==> config.mk <==
export PLATFORM = sky130hd
export DESIGN_NAME = bkm_e_iter
export DESIGN_NICKNAME = d
export VERILOG_FILES = /design/src/rtl/bkm_e_iter.sv
export SDC_FILE = /design/constraint.sdc
export NUM_CORES = 1
export LEC_CHECK = 0
export CAP_MARGIN = 20
export CORE_ASPECT_RATIO = 1.2
export CORE_MARGIN = 2
export CORE_UTILIZATION = 40
export CTS_CLUSTER_SIZE = 28
export DETAILED_ROUTE_END_ITERATION = 10
export PLACE_DENSITY = 0.63
export SYNTH_ARGS = -nofsm -noshare
export SYNTH_HDL_FRONTEND = slang
export SYNTH_SLANG_ARGS = --single-unit
==> constraint.sdc <==
create_clock -name clk -period 7 [get_ports clk]
set_input_delay 1.4 -clock clk [delete_from_list [all_inputs] [get_ports clk]]
set_output_delay 1.4 -clock clk [all_outputs]
set_load 0.01 [all_outputs]
==> src/rtl/bkm_e_iter.sv <==
// Sequential BKM E-mode engine: E(n+1) = E(n) * (1 + (d_x + j*d_y) * 2^-n), n = 1..N.
// The current index is published on n_out so the digit selector can answer in the same cycle.
module bkm_e_iter #(
  parameter int W        = 8,
  parameter int N        = 8,
  parameter int CNT_SIZE = 4
) (
  input  logic                clk,
  input  logic                rst_n,
  input  logic                ena,
  input  logic                start,
  input  logic [W-1:0]        x_in,
  input  logic [W-1:0]        y_in,
  input  logic [1:0]          d_x,
  input  logic [1:0]          d_y,
  output logic [CNT_SIZE-1:0] n_out,
  output logic                busy,
  output logic                done,
  output logic [W-1:0]        x_out,
  output logic [W-1:0]        y_out,
  output logic                ovf,
  output logic                err
);

  typedef enum logic [1:0] {IDLE, RUN, DONE} state_t;

  state_t               state;
  logic [CNT_SIZE-1:0]  n;
  logic signed [W-1:0]  x, y;
  logic signed [W+1:0]  tx, ty, sx, sy;

  function automatic logic signed [W+1:0] ext(input logic signed [W-1:0] v);
    return {{2{v[W-1]}}, v};
  endfunction

  // Digit "multiply": 01 -> +v, 11 -> -v, 00 and the illegal 10 -> 0.
  function automatic logic signed [W+1:0] dmul(input logic [1:0] d, input logic signed [W-1:0] v);
    case (d)
      2'b01:   return ext(v);
      2'b11:   return -ext(v);
      default: return '0;
    endcase
  endfunction

  function automatic logic sat_hit(input logic signed [W+1:0] v);
    return !(v[W+1:W-1] == 3'b000 || v[W+1:W-1] == 3'b111);
  endfunction

  function automatic logic signed [W-1:0] sat(input logic signed [W+1:0] v);
    if (!sat_hit(v))  return v[W-1:0];
    else if (v[W+1])  return {1'b1, {(W-1){1'b0}}};
    else              return {1'b0, {(W-1){1'b1}}};
  endfunction

  always_comb begin
    tx = dmul(d_x, x) - dmul(d_y, y);
    ty = dmul(d_y, x) + dmul(d_x, y);
    sx = ext(x) + (tx >>> n);
    sy = ext(y) + (ty >>> n);
  end

  always_ff @(posedge clk or negedge rst_n) begin
    if (!rst_n) begin
      state <= IDLE;
      n     <= '0;
      x     <= '0;
      y     <= '0;
      ovf   <= 1'b0;
      err   <= 1'b0;
    end else if (ena) begin
      case (state)
        IDLE: begin
          if (start) begin
            x     <= $signed(x_in);
            y     <= $signed(y_in);
            ovf   <= 1'b0;
            err   <= 1'b0;
            n     <= CNT_SIZE'(1);
            state <= RUN;
          end
        end
        RUN: begin
          x <= sat(sx);
          y <= sat(sy);
          if (sat_hit(sx) || sat_hit(sy)) ovf <= 1'b1;
          if (d_x == 2'b10 || d_y == 2'b10) err <= 1'b1;
          // n is cleared on the last iteration so n_out reads 0 outside RUN.
          if (n == CNT_SIZE'(N)) begin
            n     <= '0;
            state <= DONE;
          end else begin
            n <= n + CNT_SIZE'(1);
          end
        end
        DONE:    state <= IDLE;
        default: state <= IDLE;
      endcase
    end
  end

  assign n_out = n;
  assign busy  = (state == RUN);
  assign done  = (state == DONE) && ena;
  assign x_out = x;
  assign y_out = y;

endmodule

Word-level counts from Yosys, hierarchy flattened
Index checks and enable logic that the tools add are counted.
W data, S select, Z words.
{"block": "word_totals", "ram_bits": 0, "latch_bits": 0, "n_memories": 0, "reg_bits": 24, "inputBits": 24, "rom_bits": 0}
{"block": "classes", "add_sub_neg": 7, "order_cmp": 0, "n_reduce_logical": 15, "n_eq_ne": 15, "multipliers": 0, "bitwise": 0, "div_mod_pow": 0, "mux": 23, "n_shift": 2}
{"op": "$pmux W10 S2", "count": 4}
{"op": "$mux W8", "count": 6}
{"op": "$pmux W8 S2", "count": 2}
{"op": "$add A8 B10 Y10", "count": 2}
{"op": "$neg A8 Y10", "count": 2}
{"op": "$sshr A10 B4 Y10", "count": 2}
{"op": "$add A10 B10 Y10", "count": 1}
{"op": "$eq A2 B2 Y1 const B", "count": 5}
{"op": "$sub A10 B10 Y10", "count": 1}
{"op": "$mux W4", "count": 2}
{"op": "$pmux W4 S2", "count": 1}
{"op": "$reduce_and A4 Y1", "count": 2}
{"op": "$eq A2 B1 Y1 const B", "count": 3}
{"op": "$eq A3 B3 Y1 const B", "count": 2}
{"op": "$logic_not A3 Y1", "count": 2}
{"op": "$ne A2 B1 Y1 const B", "count": 3}
{"op": "$reduce_and A3 Y1", "count": 2}
{"op": "$add A4 B1 Y4 const B", "count": 1}
{"op": "$eq A4 B4 Y1 const B", "count": 1}
{"op": "$logic_or A1 B1 Y1", "count": 4}
{"op": "$mux W2", "count": 2}
{"op": "$pmux W1 S2", "count": 2}
{"op": "$pmux W2 S2", "count": 1}
{"op": "$mux W1", "count": 3}
{"op": "other kinds (5)", "count": 6}

Longest topological paths before layout
Gate-level depths: netlist of the first run.
{"block": "depth", "word_depth": 11, "ltp_mapped": 28, "mapped_depth_nobuf": 28}

Worst setup path after synthesis of the first run
No wires, ideal clock.
{"block": "synth_timing", "path_kind": "input-to-reg", "startpoint": "input port d_x[1]", "endpoint": "register y[0], in the netlist y_out[0]", "setup_ns": 0.163, "path_buffers": 1, "setup_slack_ns": 0.407, "arrival_time_ns": 6.430, "stages": 24, "path_cell_list": "clkbuf_1 > inv_1 > or3_1 > a21boi_0 > ha_1 > o21ai_0 > o21bai_1 > a21oi_1 > o21ai_0 > xor3_1 > nor2_1 > a21o_1 > mux4_2 > ha_1 > inv_1 > fa_1 > nor2b_1 > o21a_1 > a311o_1 > o21ai_0 > xor2_1 > nand2_1 > a211oi_1 > a221oi_1"}
{"block": "synth_via", "elab_chain_len": 9}
{"element": "from (decl)", "line": "14", "text": "input logic [1:0] d_x,"}
{"element": "$eq A2 B2 Y1 or $eq A2 B1 Y1 (tied branches)", "line": "38", "text": "case (d)"}
{"element": "$pmux W10 S2 (*)", "line": "38"}
{"element": "$add A10 B10 Y10 (*)", "line": "57", "text": "ty = dmul(d_y, x) + dmul(d_x, y);"}
{"element": "$sshr A10 B4 Y10 (*)", "line": "59", "text": "sy = ext(y) + (ty >>> n);"}
{"element": "$add A8 B10 Y10 (*)", "line": "59"}
{"element": "$eq A3 B3 Y1 or $logic_not A3 Y1 (tied branches)", "line": "46", "text": "return !(v[W+1:W-1] == 3'b000 || v[W+1:W-1] == 3'b111);"}
{"element": "$logic_or A1 B1 Y1", "line": "46"}
{"element": "$mux W8 (*)", "line": "50", "text": "if (!sat_hit(v)) return v[W-1:0];"}
{"element": "$pmux W8 S2 (*)", "line": "71", "text": "case (state)"}
{"element": "to (signal assigned)", "line": "75", "text": "y <= $signed(y_in);"}
{"element": "to (signal assigned)", "line": "84", "text": "y <= sat(sy);"}
{"element": "to (decl)", "line": "29", "text": "logic signed [W-1:0] x, y;"}
Every way passes the cells marked *; elsewhere a longest branch is shown, timed or not.
A chain may end at the register's enable or synchronous reset.

Worst setup path in the final report of the first run
{"block": "layout_timing", "startpoint": "input port d_x[1]", "endpoint": "register y[1], in the netlist y_out[1]"}
Same word-level chain as after synthesis.

==> results of run 1 <==
[cells in the final DEF (no fill, tap or decap), types with 13 or more instances in the layout]
cell / count
sky130_fd_sc_hd__nand2_1: 64
sky130_fd_sc_hd__o21ai_0: 52
sky130_fd_sc_hd__dfrtp_1: 24
sky130_fd_sc_hd__xnor2_1: 36
sky130_fd_sc_hd__inv_1: 21
sky130_fd_sc_hd__a21oi_1: 43
sky130_fd_sc_hd__nor2_1: 44
sky130_fd_sc_hd__buf_4: 25
sky130_fd_sc_hd__clkdlybuf4s50_1: 47
sky130_fd_sc_hd__mux2i_1: 13
sky130_fd_sc_hd__or3_1: 19
sky130_fd_sc_hd__nor2b_1: 14
sky130_fd_sc_hd__o21a_1: 13
sky130_fd_sc_hd__ha_1: 40
sky130_fd_sc_hd__and2_1: 19
[worst max-delay path, stage by stage]
cell and delay [ns]:
sky130_fd_sc_hd__clkdlybuf4s50_1 0.50, sky130_fd_sc_hd__inv_1 0.08, sky130_fd_sc_hd__or3_1 0.37, sky130_fd_sc_hd__a21boi_0 0.18
sky130_fd_sc_hd__ha_1 0.30, sky130_fd_sc_hd__o21ai_0 0.18, sky130_fd_sc_hd__o21bai_1 0.10, sky130_fd_sc_hd__a21oi_2 0.18
sky130_fd_sc_hd__o21ai_0 0.16, sky130_fd_sc_hd__xor3_1 0.44, sky130_fd_sc_hd__nor2_1 0.07, sky130_fd_sc_hd__a21o_1 0.18
sky130_fd_sc_hd__mux4_2 0.47, sky130_fd_sc_hd__ha_1 0.21, sky130_fd_sc_hd__inv_1 0.07, sky130_fd_sc_hd__fa_1 0.17
sky130_fd_sc_hd__nor2b_1 0.07, sky130_fd_sc_hd__o21a_1 0.20, sky130_fd_sc_hd__a311o_1 0.36, sky130_fd_sc_hd__o21ai_0 0.09
sky130_fd_sc_hd__xor2_1 0.23, sky130_fd_sc_hd__nand2_1 0.15, sky130_fd_sc_hd__a211oi_2 0.24, sky130_fd_sc_hd__buf_4 0.17
sky130_fd_sc_hd__a221oi_1 0.07
[flip-flops by register name (all words and copies together) (netlist names)]
register / count
n_out: 4
state: 2
x_out: 8
ovf: 1
y_out: 8
err: 1
[cells by family after synthesis]
kind of cell,after synthesis,share of synthesized area
AND/OR/NAND/NOR,199,0.229
AO/OA/AOI/OAI,190,0.285
XOR/XNOR,50,0.109
buffers and inverters,49,0.0478
adder cells (fa/ha/maj),44,0.135
flip-flops,24,0.140
multiplexers,19,0.0539
[metal layers]
layer | GRT usage | wire [um] | up-vias
met4 | 0.0454 | 206 | 0
met5 | 0 | 0 | -
li1 | - | - | 2184
met2 | 0.389 | 6400 | 134
met3 | 0.0125 | 643 | 21
met1 | 0.302 | 5830 | 2085
[synthesized netlist by cell type, drive strengths merged, types with 4 or more instances]
cell,instances,area share
mux2i,13,0.030
nor2,44,0.038
o211ai,4,0.0070
inv,22,0.019
a211oi,11,0.019
a221oi,5,0.010
a22oi,4,0.0082
and2,19,0.028
a21boi,7,0.012
or2,4,0.0058
nor3,8,0.0093
xor2,12,0.024
ha,40,0.12
o21a,13,0.023
nor2b,15,0.022
or3,19,0.028
nand3,5,0.0058
o21ai,54,0.063
or4,5,0.010
a21oi,45,0.052
o221ai,4,0.0082
clkbuf,25,0.027
a21o,12,0.021
nor3b,4,0.0070
dfrtp,24,0.14
o22ai,4,0.0058
xnor2,36,0.073
nand2,64,0.056
nand2b,6,0.0087
fa,4,0.019
[cell type report]
| cell class | count | area [sq um] |
|---|---|---|
| Inverter | 22 | 82.6 |
| Timing Repair Buffer | 74 | 694 |
| Sequential cell | 24 | 601 |
| Clock buffer | 3 | 75.1 |
| Multi-Input combinational cell | 502 | 3500 |
| Fill cell | 1058 | 5320 |
| Clock inverter | 1 | 30.0 |
| Tap cell | 129 | 161 |
[worst max-delay path by stage]
| stage | from | endpoint | slack, ns |
|---|---|---|---|
| after floorplan | d_x[1] | y_out[0] | 0.41 |
| after global placement | d_x[1] | ovf | 0.23 |
| after detailed placement | d_x[1] | y_out[1] | 0.18 |
| after CTS | d_x[1] | ovf | 0.42 |
| after global routing | d_x[1] | y_out[5] | 0.04 |
| final | d_x[1] | y_out[1] | 0.49 |
[stage by stage]
stage | area, sq um | worst slack (ns) | std cells
after CTS | 5090 | 0.418 | 753
final | 5140 | 0.490 | 755
after detailed placement | 4990 | 0.180 | 749
after global routing | 5140 | 0.0351 | 755
after global placement | 4990 | 0.225 | 749
after floorplan | 4290 | 0.407 | 575
[timing repair]
item                       4_1_cts  5_1_grt
buffers inserted                 0        1
gates resized for setup          0        8
setup endpoints to repair        0       14
==> impl_summary.md, run 1 <==
Setup path
The capturing element type of the critical path is a flop. The largest driver fanout on the critical path is 6. The capture point of the worst reg-to-reg path is y_out[1]. At the worst endpoint, the arrival time is 6.64 ns. The nature of the critical path startpoint is an input pin. Data on the critical path is required at its endpoint by 7.13 ns. The minimum setup slack among reg-to-reg paths is 0.86 ns. The type of the setup path with the least slack is input pin to flop. The startpoint of the lowest-slack register-to-register path is y_out[2]. The depth of the worst register-to-register path is 25.

Floorplan
For this configuration, the core starts out at a cell density of 0.410. The floorplan step defined a die boundary enclosing 0.0116 sq mm. The row count is 41. Measured along the y axis, the die boundary spans 117 um. From left edge to right edge, the die measures 98.5 um. In this run the standard cell core region covers 0.0105 sq mm.

48 I/O pins were placed.

Place
The half-perimeter wire length of the detailed placement result is 10.6 mm. The number of buffers added on ports is 47. The weighted congestion reported at the end of routability-driven placement is 0.949.

Synthesis
The sequential cell area fraction in the yosys report is 0.140. Counting flops with a built-in enable in the synthesized netlist gives 0. Synthesis produced a netlist whose cell count is 575. Synthesis produced a netlist with a net count of 643. The average footprint of a synthesized cell is 7.46 sq um. The most used flip-flop cell after synthesis is sky130_fd_sc_hd__dfrtp_1.

Synthesis instantiated 61 different standard cells from the library. The post-synthesis sequential element count is 24. During synthesis, Yosys emitted a total of 0 warnings. The share of synthesized registers carrying an async set or reset is 1.00. The cell area that synthesis handed to floorplanning was 0.00429 sq mm.

Global routing
The first global-routing pass estimated 21.3 mm of wire. For this run the aggregate overflow at the end of global routing stands at 0. For this run, the total global-route usage over all layers was measured as 0.222.

The initial antenna violation count was 0. The number of global-route vias before repair is 4292. The largest net degree at the start of global routing is 27.

STA
The setup TNS is 0 ns. The final clock skew is 0.00617 ns. The number of pins exceeding their max-slew limit in the final report is 0. Setup violations remaining at the end of the flow were counted as 0. The normalized max-slew margin is 0.451. On the final layout, the worst hold slack is 0.504 ns. The share of the cycle needed by the critical path after routing is 0.930.

Setup repair after global routing left no endpoint under its margin. For the pin with the worst max-slew slack, the measured transition is 0.817 ns. Derived from the worst setup path, the maximum achievable clock frequency is 154 MHz. The number of endpoints with negative hold slack in the final report is 0. The post-layout minimum cycle time is 6.51 ns.

Clock tree
At the later pin of the worst-skew pair, clock insertion delay measures 0.26 ns. The total clock buffers created by CTS is 3. The largest buffer count on any clock path is 2. The root buffer selected by CTS is sky130_fd_sc_hd__clkbuf_16. The total clock sinks is 24.

The hold buffer count at cts is 0. Clock-pin slew was measured on the worst setup and hold paths at 0.07 ns. TritonCTS built the clock tree. In this run the number of H-tree levels came out at 1.

Run
The number of max-cap violations is 0.

Hold path
For hold timing, the worst endpoint is err. The startpoint of the lowest-slack hold path is err. In this run the worst hold path is classified as flop to flop. The number of cells traversed by the worst hold path is 2.

Routing
The count of nets left with antenna violations after detail routing is 0. Using the TritonRoute via totals, the vias-per-cell ratio works out to 5.86. The routed wire length is 13.1 mm. The number of DRC violations after detailed routing is 0. The pre-antenna-repair detailed-routing pass consisted of 4 iterations. For this block, the via count after detailed routing is 4424. In this run, the number of DRC markers left after iteration 0 of detailed routing was 395. Dividing the detail-routed wire length by the instance count gives 17.3 um.

Finish
The diode insertion count for antenna repair is 0. The layout-stage area growth over the synthesis result is 19.9%. For this run, the share of the core covered by cells in the final layout is 0.492.

In the final layout, the share of cells above drive strength 1 is 0.0895. At the end of the flow, the number of nets in the layout was 695.

Outcome
The flow ran to the end, and the final reports show no timing, DRC or antenna violations.
Power of run 1 is not shown: default switching activity piles up to over one toggle a cycle in this logic, so the estimate is an artifact.
==> run 2: changes to the inputs <==
- CORE_MARGIN: 2 -> 1.5
- PLACE_DENSITY: 0.63 -> default
- PLACE_DENSITY_LB_ADDON: default -> 0.15
==> run 2 against run 1 <==
  * Cell count is 0.40% higher
  * Flip-flop and latch count is the same
  * Global-route usage increased by 1.2 points
  * Largest cell class unchanged
  * Highest routed layer unchanged
==> impl_summary.md, run 2 (synthesis gave the netlist of run 1 again) <==
Outcome
The run finished with clean final reports.

Run
The number of max-cap violations is 0 (unchanged).

STA
The normalized max-slew margin is 0.467 (+0.0155). The post-layout minimum cycle time is 6.65 ns (+0.143 ns). The share of the cycle needed by the critical path after routing came to 0.951 (+0.0205).

The number of endpoints with negative hold slack in the final report was 0 (unchanged). The slew of the pin with the lowest slew margin is 0.800 ns (-0.0177 ns). The final clock skew came to 0.00845 ns (+0.00228 ns). The worst-case setup margin in the final layout came to 0.346 ns (-0.143 ns).

The number of failing setup endpoints in the final timing report is 0 (unchanged). The number of pins exceeding their max-slew limit in the final report is 0 (unchanged). The setup TNS came to 0 ns (unchanged).

The maximum operating frequency is 150 MHz (-2.2%).

Finish
The diode insertion count for antenna repair is 0 (unchanged). The share of final-layout standard cells stronger than drive strength 1 is 0.0970 (+0.00752). Leaving out fill and tap cells, the most frequent cell in the layout is sky130_fd_sc_hd__nand2_1. The library cells used most frequently in the layout, excluding fill and tap cells, are sky130_fd_sc_hd__nand2_1 (64), sky130_fd_sc_hd__o21ai_0 (53), sky130_fd_sc_hd__clkdlybuf4s50_1 (47), sky130_fd_sc_hd__nor2_1 (43), sky130_fd_sc_hd__a21oi_1 (43). The area growth from synthesis to layout is 20.6%. The area of all placed cells without fillers was 0.00518 sq mm (+0.63%). The number of nets in the layout is 698 (+0.43%).

Floorplan
The number of placed I/O pins is 48 (unchanged). The area of the core region came to 0.0105 sq mm (unchanged). The initial standard-cell utilization of the core is 0.410 (unchanged).

The die area is 0.0114 sq mm (-1.9%). The die extent in x is 97.5 um (-1.0%). The row count is 41 (unchanged).

The die height is 116 um (-0.85%).

Setup path
STA classifies the critical path startpoint as an input pin. By instance count, the cell type seen most on the critical path is sky130_fd_sc_hd__buf_4. Broken down by cell family, the worst path's largest delay share belongs to compound AO/OA/AOI/OAI gates.

The worst-path cell with the longest stage delay is sky130_fd_sc_hd__clkdlybuf4s50_1. The buffers plus inverters on the worst setup path is 4 (unchanged). The worst endpoint required time is 7.14 ns (about the same). The peak per-stage delay on the critical path is 0.59 ns (+0.09 ns). The worst setup path is of the input pin to flop kind. The total number of cells along the worst setup path came to 23 (-8.0%). The critical path goes through clkdlybuf4s50_1, buf_4, nand2_1, ha_1, fa_1, nor2b_1, o21ai_0, a21boi_0, buf_4, o32a_1, nand2_1, mux4_2, a211o_1, fa_1, nor2b_1, o21ai_0, a21boi_1, o41ai_1, xor2_1, buf_4, or3_1, a21oi_1, a22oi_1. The largest driver fanout on the critical path came to 12 (+6).

The endpoint identified for the worst register-to-register timing path is y_out[0]. The depth of the worst register-to-register path is 25 (unchanged). The startpoint of the lowest-slack register-to-register path is x_out[2]. The minimum setup slack among reg-to-reg paths is 0.83 ns (-0.03 ns). The worst path arrival time is 6.79 ns (+0.15 ns).

The capturing element type of the critical path is a flop.

Routing
The final routed wire length divided by cell count came to 17.6 um (+1.2%). The routed wire length came to 13.3 mm (+1.7%). The count of nets left with antenna violations after detail routing is 0 (unchanged). The detailed-router iteration count before antenna repair is 5 (+1).

The detailed router's first-iteration violation count is 177 (-55%). The post-detailed-route via-to-cell ratio came to 5.80 (-1.0%). The number of DRC violations after detailed routing is 0 (unchanged). The total number of vias is 4395 (-0.66%).

Global routing
The global-route usage over all layers is 0.234 (+0.0116). The wire length of the first global-routing pass is 21.4 mm (+0.29%). The overall overflow remaining after global route is 0 (unchanged). The initial antenna violation count is 0 (unchanged). The largest net degree at the start of global routing was 27 (unchanged). The number of global-route vias before repair is 4267 (-0.58%).

Clock tree
The number of levels the H-tree was split into is 1 (unchanged). The largest buffer count on any clock path is 2 (unchanged). The clock network latency to the later pin of the worst-skew pair is 0.26 ns (about the same). The total clock buffers created by CTS is 3 (unchanged). The cell sitting at the root of the clock tree is a sky130_fd_sc_hd__clkbuf_16. The total clock sinks is 24 (unchanged). The clock slew seen by the registers of the worst setup and hold paths is 0.07 ns (about the same). The hold buffer count at cts is 0 (unchanged).

The TritonCTS clock tree is built.

Place
The weighted congestion reported at the end of routability-driven placement came to 0.949 (about the same). The number of buffers added on ports came to 47 (unchanged). The placed standard-cell area is 0.00503 sq mm (+0.85%). The setup slack after placement came to -0.00442 ns (-0.185 ns). The half-perimeter wire length of the detailed placement result is 10.9 mm (+2.7%).

Hold path
The startpoint of the lowest-slack hold path is err. The min-delay analysis places its worst path in the category flop to flop. The number of cells traversed by the worst hold path is 2 (unchanged). The endpoint of the worst hold path is err.
## run 2: how the worst max path moves through the flow
stage                     endpoint  startpoint  slack, ns
after global routing      x_out[4]      d_x[1]      -0.01
after CTS                      ovf      d_x[1]       0.24
final                          ovf      d_x[0]       0.35
after global placement    y_out[1]      d_y[1]       0.01
after floorplan           y_out[0]      d_x[1]       0.41
after detailed placement  y_out[0]      d_y[1]     -0.004
## run 2: layer usage
metal  global-route usage  vias to the layer above  share of wire
met5                    0                        -              0
met4               0.0352                        0          0.011
met3               0.0138                       12          0.037
met2                0.431                      111           0.49
met1                0.310                     2078           0.46
li1                     -                     2194              -
## run 2: layout make-up
cell class                      instances  area, sq um
Tap cell                              129          161
Inverter                               22         82.6
Multi-Input combinational cell        502         3510
Fill cell                            1054         5290
Sequential cell                        24          601
Clock buffer                            3         75.1
Clock inverter                          1         30.0
Timing Repair Buffer                   77          716
## run 2: worst register-to-register path: stages, from the launching register on
cell and delay (ns):
sky130_fd_sc_hd__dfrtp_1 0.52, sky130_fd_sc_hd__or4_4 0.58, sky130_fd_sc_hd__or4_4 0.46, sky130_fd_sc_hd__nor3b_1 0.17, sky130_fd_sc_hd__o21a_1 0.24, sky130_fd_sc_hd__ha_1 0.36
sky130_fd_sc_hd__nand2_1 0.09, sky130_fd_sc_hd__nor2_1 0.04, sky130_fd_sc_hd__a211oi_1 0.18, sky130_fd_sc_hd__o21ai_0 0.19, sky130_fd_sc_hd__xor3_1 0.44, sky130_fd_sc_hd__nor2_1 0.07
sky130_fd_sc_hd__a21o_1 0.18, sky130_fd_sc_hd__mux4_2 0.47, sky130_fd_sc_hd__ha_1 0.21, sky130_fd_sc_hd__inv_1 0.07, sky130_fd_sc_hd__fa_1 0.17, sky130_fd_sc_hd__nor2b_1 0.07
sky130_fd_sc_hd__o21a_1 0.20, sky130_fd_sc_hd__a311o_1 0.35, sky130_fd_sc_hd__o21ai_0 0.10, sky130_fd_sc_hd__xor2_1 0.28, sky130_fd_sc_hd__nand2_1 0.12, sky130_fd_sc_hd__a211oi_1 0.24
sky130_fd_sc_hd__buf_4 0.18, sky130_fd_sc_hd__a221oi_1 0.08
## run 2: what timing repair did
item / 4_1_cts / 5_1_grt
resized for setup: 0 / 9
setup endpoints to repair: 0 / 14
setup buffers: 0 / 2
## run 2: metrics by stage
| stage | instances | hold slack [ns] | utilization |
|---|---|---|---|
| finish | 758 | 0.528 | 0.495 |
| global route | 758 | 0.554 | 0.495 |
| CTS | 756 | 0.526 | 0.491 |
| global placement | 751 | 0.498 | 0.479 |
| detailed placement | 752 | 0.493 | 0.481 |
| floorplan | 575 | 0.529 | - |
Power of run 2 is left out for the same reason.
==> run 3: changes to the inputs <==
- CORE_UTILIZATION: 40 -> 59
==> run 3 against run 2 <==
  * Global-route usage grew 9.8 points
  * Wire length is 4.7% lower
  * Critical path depth rose by 2
  * Clock-buffer cell count unchanged
  * Clock skew shrank 0.0077 ns
  * Hold slack better by 0.015 ns
  * Worst setup slack worse by 0.056 ns
  * Highest routed layer unchanged
==> impl_summary.md, run 3 (synthesis gave the netlist of run 1 again) <==
Outcome
The run finished with clean final reports.

Global routing
The largest net degree at the start of global routing was 27 (unchanged). The wire length of the first global-routing pass came to 20.3 mm (-5.2%). The global routing met1 resource utilization came to 0.406 (+0.0959). The most used routing layer in global routing is met2. The number of global-route vias before repair is 4379 (+2.6%). The met2 capacity usage during global routing was 0.602 (+0.172). The initial antenna violation count is 0 (unchanged). The overall overflow remaining after global route is 0 (unchanged). The global routing usage on met3 is 0.0413 (+0.0276).

The global-route usage over all layers is 0.332 (+0.0982).

STA
The maximum operating frequency came to 149 MHz (-0.84%). The post-layout minimum cycle time is 6.71 ns (+0.0562 ns). The slew of the pin with the lowest slew margin is 0.854 ns (+0.0541 ns). The number of endpoints with negative hold slack in the final report is 0 (unchanged).

The number of pins exceeding their max-slew limit in the final report came to 0 (unchanged). The final clock skew was 0.000742 ns (-0.00771 ns). The final-layout worst hold slack came to 0.543 ns (+0.0147 ns). The number of failing setup endpoints in the final timing report is 0 (unchanged). The normalized max-slew margin came to 0.427 (-0.0399). The share of the cycle needed by the critical path after routing is 0.959 (+0.00802).

Routing
The total number of vias is 4558 (+3.7%). The final routed wire length divided by cell count is 18.0 um (+2.3%). The routed wire length is 12.7 mm (-4.7%). The post-detailed-route via-to-cell ratio is 6.46 (+11%). The number of DRC violations after detailed routing is 0 (unchanged).

The detailed router's first-iteration violation count is 263 (+49%). The detailed-router iteration count before antenna repair is 6 (+1). The count of nets left with antenna violations after detail routing was 0 (unchanged).

Place
The half-perimeter wire length of the detailed placement result was 10.2 mm (-6.7%). The weighted congestion reported at the end of routability-driven placement is 0.944 (-0.48%). The number of buffers added on ports was 47 (unchanged). The placed standard-cell area is 0.00490 sq mm (-2.6%). The number of placed instances with taps included is 702 (-6.6%).

Floorplan
The die extent in x is 80.8 um (-17%). The area of the core region is 0.00694 sq mm (-34%). The row count is 33 (-20%).

The initial standard-cell utilization of the core is 0.619 (+0.209). The die height is 96.4 um (-17%). The number of placed I/O pins is 48 (unchanged).

The die area was 0.00779 sq mm (-31%).

Clock tree
The clock network latency to the later pin of the worst-skew pair is 0.26 ns (about the same). The number of levels the H-tree was split into was 1 (unchanged). The number of setup buffers added after CTS came to 0 (unchanged). The total clock buffers created by CTS is 3 (unchanged). The post-cts repair resize count is 0 (unchanged).

The clock slew seen by the registers of the worst setup and hold paths is 0.08 ns (about the same). The cell sitting at the root of the clock tree is a sky130_fd_sc_hd__clkbuf_8. The largest buffer count on any clock path was 2 (unchanged). The total clock sinks is 24 (unchanged). TritonCTS built the clock tree. The hold buffer count at cts is 0 (unchanged).

Setup path
The worst setup path is captured at a flop. The worst endpoint required time is 7.14 ns (about the same). The worst path arrival time is 6.85 ns (+0.06 ns).

The type of the setup path with the least slack is input pin to flop. STA classifies the critical path startpoint as an input pin. The largest driver fanout on the critical path is 4 (-8).

Finish
The top cell types in the final layout, fill and taps aside, are sky130_fd_sc_hd__nand2_1 (64), sky130_fd_sc_hd__o21ai_0 (52), sky130_fd_sc_hd__clkdlybuf4s50_1 (47), sky130_fd_sc_hd__nor2_1 (44), sky130_fd_sc_hd__a21oi_1 (44). The layout-stage area growth over the synthesis result is 16.4%. The share of final-layout standard cells stronger than drive strength 1 came to 0.0824 (-0.0146). The diode insertion count for antenna repair is 0 (unchanged).

The most common cell after layout, fill and taps aside is sky130_fd_sc_hd__nand2_1. The area of all placed cells without fillers is 0.00499 sq mm (-3.6%). The number of nets in the layout is 689 (-1.3%). The number of standard cells in the layout, taps in and fillers out is 706 (-6.9%).

Run
The number of max-cap violations is 0 (unchanged).

Hold path
The tightest min-delay check is of the flop to flop type.
-- run 3: cell count changes in the layout (fill, tap and decap cells not counted), sizes merged --
cell,previous run,this run
buf,30,21
bufinv,1,0
-- run 3: per-layer routing --
| layer | wire length (um) | vias up | share of wire |
|---|---|---|---|
| li1 | - | 2176 | - |
| met2 | 6380 | 207 | 0.50 |
| met4 | 262 | 0 | 0.021 |
| met5 | 0 | - | 0 |
| met3 | 930 | 29 | 0.073 |
| met1 | 5110 | 2146 | 0.40 |
-- run 3: cell type report --
type                            count  area [sq um]
Multi-Input combinational cell    502          3520
Clock buffer                        3          41.3
Sequential cell                    24           601
Timing Repair Buffer               68           636
Inverter                           22          82.6
Fill cell                         590          1940
Tap cell                           87           109
-- run 3: stage by stage --
step / worst slack [ns] / TNS (ns) / util
after floorplan: 0.407 / 0 / -
after global placement: -0.0171 / -0.0171 / 0.706
after detailed placement: -0.0561 / -0.158 / 0.706
after CTS: 0.182 / 0 / 0.712
after global routing: -0.0123 / -0.0187 / 0.720
final: 0.290 / 0 / 0.720
-- run 3: worst max-delay path, cell delays in order --
cell and delay, ns:
sky130_fd_sc_hd__clkdlybuf4s50_1 0.48, sky130_fd_sc_hd__inv_1 0.09, sky130_fd_sc_hd__or3_1 0.35, sky130_fd_sc_hd__a21boi_0 0.26
sky130_fd_sc_hd__ha_1 0.32, sky130_fd_sc_hd__o21ai_0 0.19, sky130_fd_sc_hd__o21bai_1 0.10, sky130_fd_sc_hd__a21oi_2 0.21
sky130_fd_sc_hd__o21ai_0 0.18, sky130_fd_sc_hd__xor3_1 0.43, sky130_fd_sc_hd__nor2_1 0.07, sky130_fd_sc_hd__a21o_1 0.18
sky130_fd_sc_hd__mux4_2 0.46, sky130_fd_sc_hd__ha_1 0.21, sky130_fd_sc_hd__inv_1 0.08, sky130_fd_sc_hd__fa_1 0.18
sky130_fd_sc_hd__nor2b_1 0.07, sky130_fd_sc_hd__o21a_1 0.21, sky130_fd_sc_hd__a311o_1 0.34, sky130_fd_sc_hd__o21ai_0 0.10
sky130_fd_sc_hd__xor2_1 0.26, sky130_fd_sc_hd__nand2_1 0.15, sky130_fd_sc_hd__a211oi_2 0.28, sky130_fd_sc_hd__buf_4 0.18
sky130_fd_sc_hd__a221oi_1 0.07
-- run 3: worst paths after layout --
check                          from       end  slack [ns]  cells after the start
hold reg to reg                 err       err        0.54                      2
max in group asynchronous     rst_n  state[0]        5.18                      2
setup reg to reg           y_out[3]  y_out[0]        0.74                     25
hold / removal                  err       err        0.54                      2
setup / recovery             d_y[1]  y_out[0]        0.29                     25
min in group asynchronous     rst_n  y_out[3]        1.39                      1
Power of run 3 is left out for the same reason.
